$ cat config.mk
export PLATFORM = sky130hd
export DESIGN_NAME = jump_controller
export DESIGN_NICKNAME = d
export VERILOG_FILES = /design/src/rtl/jump_controller_pkg.sv /design/src/rtl/jump_controller_lfsr16.sv /design/src/rtl/jump_controller.sv
export SDC_FILE = /design/constraint.sdc
export NUM_CORES = 1
export LEC_CHECK = 0
export ABC_AREA = 1
export CAP_MARGIN = 10
export CORE_UTILIZATION = 54
export CTS_BUF_LIST = sky130_fd_sc_hd__clkbuf_4 sky130_fd_sc_hd__clkbuf_8
export CTS_CLUSTER_DIAMETER = 100
export DETAILED_ROUTE_END_ITERATION = 8
export PLACE_DENSITY = 0.79
export RECOVER_POWER = 100
export SLEW_MARGIN = 40
export SYNTH_ARGS = -nofsm -noshare
export SYNTH_HDL_FRONTEND = slang
export SYNTH_SLANG_ARGS = --single-unit
$ cat constraint.sdc
create_clock -name clk -period 1.9 [get_ports clk]
set_input_delay 0.475 -clock clk [delete_from_list [all_inputs] [get_ports clk]]
set_output_delay 0.475 -clock clk [all_outputs]
set_load 0.01 [all_outputs]
$ cat src/rtl/jump_controller_pkg.sv
// Shared types and constants for the jump controller slice.
package jump_controller_pkg;

   typedef enum logic [1:0] {
      S_WAIT = 2'd0,
      S_AIR  = 2'd1,
      S_FALL = 2'd2,
      S_OVER = 2'd3
   } jc_state_t;

   localparam logic DIR_LEFT  = 1'b0;
   localparam logic DIR_RIGHT = 1'b1;

   localparam logic [15:0] JC_LFSR_TAPS = 16'hB400;

   // One step of the right-shifting Galois LFSR.
   function automatic logic [15:0] lfsr_next(input logic [15:0] v);
      return v[0] ? ((v >> 1) ^ JC_LFSR_TAPS) : (v >> 1);
   endfunction

endpackage

$ cat src/rtl/jump_controller_lfsr16.sv
// 16-bit Galois LFSR producing the platform direction sequence.
module lfsr16
   import jump_controller_pkg::*;
#(
   parameter logic [15:0] SEED = 16'hACE1
) (
   input  logic        clk,
   input  logic        rst,
   input  logic        clr,
   input  logic        step,
   output logic [15:0] value
);

   // An all-zero seed would lock the LFSR, so it is replaced by 1.
   localparam logic [15:0] SEED_EFF = (SEED == 16'h0000) ? 16'h0001 : SEED;

   logic [15:0] r_value;

   // Sequence register: clear has priority over stepping.
   always_ff @(posedge clk or posedge rst) begin
      if (rst) begin
         r_value <= SEED_EFF;
      end else if (clr) begin
         r_value <= SEED_EFF;
      end else if (step) begin
         r_value <= lfsr_next(r_value);
      end
   end

   assign value = r_value;

endmodule

$ cat src/rtl/jump_controller.sv
// Jump command FSM: key pulses to jump commands, reaction timer, score, game over.
module jump_controller
   import jump_controller_pkg::*;
#(
   parameter int unsigned TIMEOUT_MS = 1500,
   parameter logic [15:0] LFSR_SEED  = 16'hACE1,
   parameter int unsigned SCORE_W    = 10
) (
   input  logic               clk,
   input  logic               rst,
   input  logic               module_en,
   input  logic               key_left,
   input  logic               key_right,
   input  logic               one_ms_tick,
   input  logic               landed,
   output logic               jump_left,
   output logic               jump_right,
   output logic               jump_fail,
   output logic               next_dir,
   output logic [SCORE_W-1:0] score,
   output logic [10:0]        time_left_ms,
   output logic               busy,
   output logic               game_over
);

   localparam logic [10:0] TO_RELOAD = 11'(TIMEOUT_MS);

   jc_state_t          r_state, w_state_nxt;
   logic [SCORE_W-1:0] r_score, w_score_nxt;
   logic [10:0]        r_time, w_time_nxt;
   logic               r_jl, r_jr, r_jf, r_busy, r_go;
   logic               w_jl_nxt, w_jr_nxt, w_jf_nxt, w_busy_nxt, w_go_nxt;
   logic               w_lfsr_step, w_clr, w_dir;
   logic [15:0]        w_lfsr;
   logic               w_unused_lfsr_hi;

   assign w_clr            = ~module_en;
   assign w_dir            = w_lfsr[0];
   assign w_unused_lfsr_hi = ^w_lfsr[15:1];

   lfsr16 #(.SEED(LFSR_SEED)) u_lfsr (
      .clk   (clk),
      .rst   (rst),
      .clr   (w_clr),
      .step  (w_lfsr_step),
      .value (w_lfsr)
   );

   // Next-state, timer, score and command-pulse decode.
   always_comb begin
      w_state_nxt = r_state;
      w_score_nxt = r_score;
      w_time_nxt  = r_time;
      w_jl_nxt    = 1'b0;
      w_jr_nxt    = 1'b0;
      w_jf_nxt    = 1'b0;
      w_go_nxt    = r_go;
      w_lfsr_step = 1'b0;
      case (r_state)
         S_WAIT: begin
            if (key_left && key_right) begin
               w_jf_nxt    = 1'b1;
               w_state_nxt = S_FALL;
            end else if (key_left || key_right) begin
               if (key_right == w_dir) begin
                  w_jl_nxt    = key_left;
                  w_jr_nxt    = key_right;
                  w_state_nxt = S_AIR;
               end else begin
                  w_jf_nxt    = 1'b1;
                  w_state_nxt = S_FALL;
               end
            end else if (one_ms_tick && (r_time != '0)) begin
               w_time_nxt = r_time - 11'd1;
               if (r_time == 11'd1) begin
                  w_jf_nxt    = 1'b1;
                  w_state_nxt = S_FALL;
               end
            end
         end
         S_AIR: begin
            if (landed) begin
               if (r_score != '1) begin
                  w_score_nxt = r_score + 1'b1;
               end
               w_lfsr_step = 1'b1;
               w_time_nxt  = TO_RELOAD;
               w_state_nxt = S_WAIT;
            end
         end
         S_FALL: begin
            if (landed) begin
               w_go_nxt    = 1'b1;
               w_state_nxt = S_OVER;
            end
         end
         default: begin
            w_state_nxt = S_OVER;
         end
      endcase
      w_busy_nxt = (w_state_nxt == S_AIR) || (w_state_nxt == S_FALL);
   end

   // State and registered outputs; module_en low acts as a synchronous clear.
   always_ff @(posedge clk or posedge rst) begin
      if (rst) begin
         r_state <= S_WAIT;
         r_score <= '0;
         r_time  <= TO_RELOAD;
         r_jl    <= 1'b0;
         r_jr    <= 1'b0;
         r_jf    <= 1'b0;
         r_busy  <= 1'b0;
         r_go    <= 1'b0;
      end else if (!module_en) begin
         r_state <= S_WAIT;
         r_score <= '0;
         r_time  <= TO_RELOAD;
         r_jl    <= 1'b0;
         r_jr    <= 1'b0;
         r_jf    <= 1'b0;
         r_busy  <= 1'b0;
         r_go    <= 1'b0;
      end else begin
         r_state <= w_state_nxt;
         r_score <= w_score_nxt;
         r_time  <= w_time_nxt;
         r_jl    <= w_jl_nxt;
         r_jr    <= w_jr_nxt;
         r_jf    <= w_jf_nxt;
         r_busy  <= w_busy_nxt;
         r_go    <= w_go_nxt;
      end
   end

   assign jump_left    = r_jl;
   assign jump_right   = r_jr;
   assign jump_fail    = r_jf;
   assign next_dir     = w_dir;
   assign score        = r_score;
   assign time_left_ms = r_time;
   assign busy         = r_busy;
   assign game_over    = r_go;

endmodule

==> metrics <==
Peak VDD IR=around 0.66 mV; crit share post-route=0.976; reg2reg start=time_left_ms[4]$_DFFE_PP1P_; sequential cell area=0.00112 sq mm; htree depth=2; crit-path max cell delay=0.55 ns; area delta synth->final=20.4%; clock power share=0.254; critical path's slowest cell=dfstp_2; Yosys reg bits=44; Setup Skew=0.00927 ns; Synth cell types=38; EDFF count, synth=0; Warnings, synthesis=0; Synth top area share=0.291; sequential fraction of the synthesis area=0.449; Final GP Congestion=0.835; gr ovfl total=0; met3 usage=0.0491; async set or reset register ratio after synthesis=1.00; routed vias/inst=5.39; maximum clock path buffer count=2; Avg Cell Area, Syn=8.02 sq um; PD cells=1010 mW/mm^2; Critical Path Start=u_lfsr.value[0]$_DFFE_PP1P_; CP Depth=1; max_cap viols=0; IO Port Bufs=33; Die ar.=0.00489 sq mm; CTS buffer count=5; worst-path maximum fanout=2; Setup CP Type=flop to output pin; Internal Power=1.98 mW; DP Worst Slack=-0.0722 ns; initial antenna violation count=0; final hold vios=0; Logic pwr share=0.316; Root Driver=clkbuf_8; Top Usage Layer GRT=met2; I/O Pins=34; Layout fillers=around 370; PnR worst setup slack=~0.045 ns; Reg2Reg Depth=10; min Tclk post-route=1.85 ns; vias=about 2200; core area=0.00438 sq mm; Final Non-Filler Cells=409; Post-Synthesis Net Count=323; Slew HR=0.278; Starting Density=0.569; Sw Pwr=1.06 mW; Detail Route Antenna Nets=0; Max Slew Vio Count=0; Routed WL=~5.5 mm; Switching Share=0.348; CTS Sinks=44; synthesized area=0.00249 sq mm; Die H=70.0 um; Core Rows=24; Setup Viol. Count Final=0; placed cells=399; fin nets=368; chip width=70.0 um; sequential power share=0.430; Hold Path Class=flop to flop; area of the multi-input gates=0.00111 sq mm; GR Util met2=0.379; crit-path cells=clkdlybuf4s50_1; CP endpoint kind=output pin; first-pass GRT wire length=9.12 mm; routing usage on met1=0.324; n_diodes=0; WL per Instance=13.5 um; Critical Path Sink=next_dir; Crit path buffers/inverters=1; Startpoint Class=flop; clock tree from TritonCTS=built; Worst-path clk slew=0.09 ns; Post-route DRC=0; First DRT Iteration DRCs=140; clock insertion delay at the later pin of the skew report=0.30 ns; Tot GR Track Use=0.236; dpl hpwl=3.71 mm; Synth area leaders=dfrtp_1 29%, dfstp_2 16%, nand2_1 11%, nand3_1 5.8%, nor2_1 5.0%; status=finished, final reports clean; Post-Synthesis Cells=311; crit-path leading delay family=flip-flops; Pleak=around 1.4 nW; Synth area leader=dfrtp_1; Worst EP arrival=between 1 and 1.5 ns; Synth Flop Type=dfrtp_1; RSZ-0062 raised after global routing=false; worst slew pin tran=1.08 ns; Max Clock Freq=539 MHz; Pre-antenna DRT Iters=4; required time worst endpoint=1.42 ns; largest net degree at the start of global routing=between 40 and 50; vias in the first global route=1984; fraction of layout cells with a size suffix above 1=0.123; r2r endpoint=time_left_ms[5]$_DFFE_PP0P_; R2R setup slack=0.18 ns
## through the flow
stage	util	hold slack, ns	setup TNS, ns	power, mW	area [sq um]
final	0.685	0.507	0	3.03	3000
after global routing	0.685	0.526	0	3.21	3000
after CTS	0.702	0.492	0	3.12	3080
after global placement	0.673	0.473	-0.148	2.34	2950
after detailed placement	0.673	0.482	-0.536	2.36	2950
after floorplan	-	0.463	0	1.97	2490
## worst min-delay path, stage by stage (launching register included)
cell,delay [ns]
dfrtp_1,0.36
a21oi_1,0.04
nor2_1,0.07
## cells by family after synthesis
kind of cell	Yosys count	synth area share
and+or+nand+nor	163	0.304
AOI/OAI and AO/OA	52	0.129
buffers and inverters	44	0.0823
DFF	44	0.449
adders and majority gates	5	0.0251
xor gates and xnor gates	3	0.0105
## registers in the layout, indices dropped and copies added, names as in the netlist
signal        flops
busy              1
game_over         1
jump_fail         1
jump_left         1
jump_right        1
r_state           2
score            10
time_left_ms     11
u_lfsr.value     16
## worst min path at each step
stage / from / to / slack (ns) / cells past startpoint
after floorplan: u_lfsr.value[1]$_DFFE_PP0P_ / u_lfsr.value[0]$_DFFE_PP1P_ / 0.46 / 2
after global placement: u_lfsr.value[4]$_DFFE_PP0P_ / u_lfsr.value[3]$_DFFE_PP0P_ / 0.47 / 2
after detailed placement: time_left_ms[10]$_DFFE_PP1P_ / time_left_ms[10]$_DFFE_PP1P_ / 0.48 / 2
after CTS: time_left_ms[10]$_DFFE_PP1P_ / time_left_ms[10]$_DFFE_PP1P_ / 0.49 / 2
after global routing: u_lfsr.value[15]$_DFFE_PP1P_ / u_lfsr.value[15]$_DFFE_PP1P_ / 0.53 / 2
final: game_over$_DFFE_PP0P_ / game_over$_DFFE_PP0P_ / 0.51 / 2
## layout by cell type (no fill, tap or decap), drive strengths merged
cell	synthesis	layout
a211oi	1	1
a21boi	2	2
a21oi	5	5
a31o	1	1
a31oi	4	4
buf	8	13
bufinv	0	1
clkbuf	2	8
clkdlybuf4s50	0	14
clkinv	1	2
dfrtp	29	29
dfstp	15	15
dlygate4sd2	0	6
dlygate4sd3	0	13
ha	5	5
inv	33	33
nand2	77	77
nand3	29	29
nand4	9	9
nor2	39	39
nor3	5	5
nor3b	1	1
nor4	2	2
o2111ai	1	1
o21ai	35	35
o21bai	3	3
or2	1	1
xor2	3	3
## metal layers
layer | share of wire | vias up | wire (um)
li1 | - | 1114 | -
met1 | 0.47 | 1029 | 2590
met2 | 0.48 | 60 | 2650
met3 | 0.045 | 2 | 250
met4 | 0.0049 | 0 | 27
met5 | 0 | - | 0
## synth_stat cells, types with 2 or more instances
cell	number
a31oi_1	4
inv_1	31
o21ai_1	4
nor4_1	2
nor2_2	2
nand3_1	29
dfstp_2	15
nand4_1	9
buf_2	2
buf_4	3
xor2_1	3
o21bai_1	3
a21oi_1	5
nand2_1	73
ha_1	5
nand2_2	3
nor3_1	4
nor2_1	33
a21boi_0	2
dfrtp_1	29
clkbuf_1	2
nor2_4	3
o21ai_0	22
o21ai_2	9
## area by class of cell
cell class | instances | share of cell area
Clock buffer | 6 | 0.0275
Inverter | 34 | 0.0434
Timing Repair Buffer | 48 | 0.152
Tap cell | 52 | 0.0217
Multi-Input combinational cell | 223 | 0.370
Sequential cell | 44 | 0.373
Clock inverter | 2 | 0.0129
## power by group through the flow
stage	Combinational [mW]	Clock (mW)	Sequential [mW]
after floorplan	0.609	0	1.36
after global placement	0.987	0	1.35
after detailed placement	1.01	0	1.35
after CTS	1.03	0.783	1.32
after global routing	1.07	0.819	1.33
final	0.960	0.769	1.30
## repair_timing
action / CTS / global route
endpoints found under the setup margin: 8 / 0
hold buffers: 0 / 0
resized for setup: 6 / 0
setup buffers: 2 / 0
(Power assumes the default switching activity.)
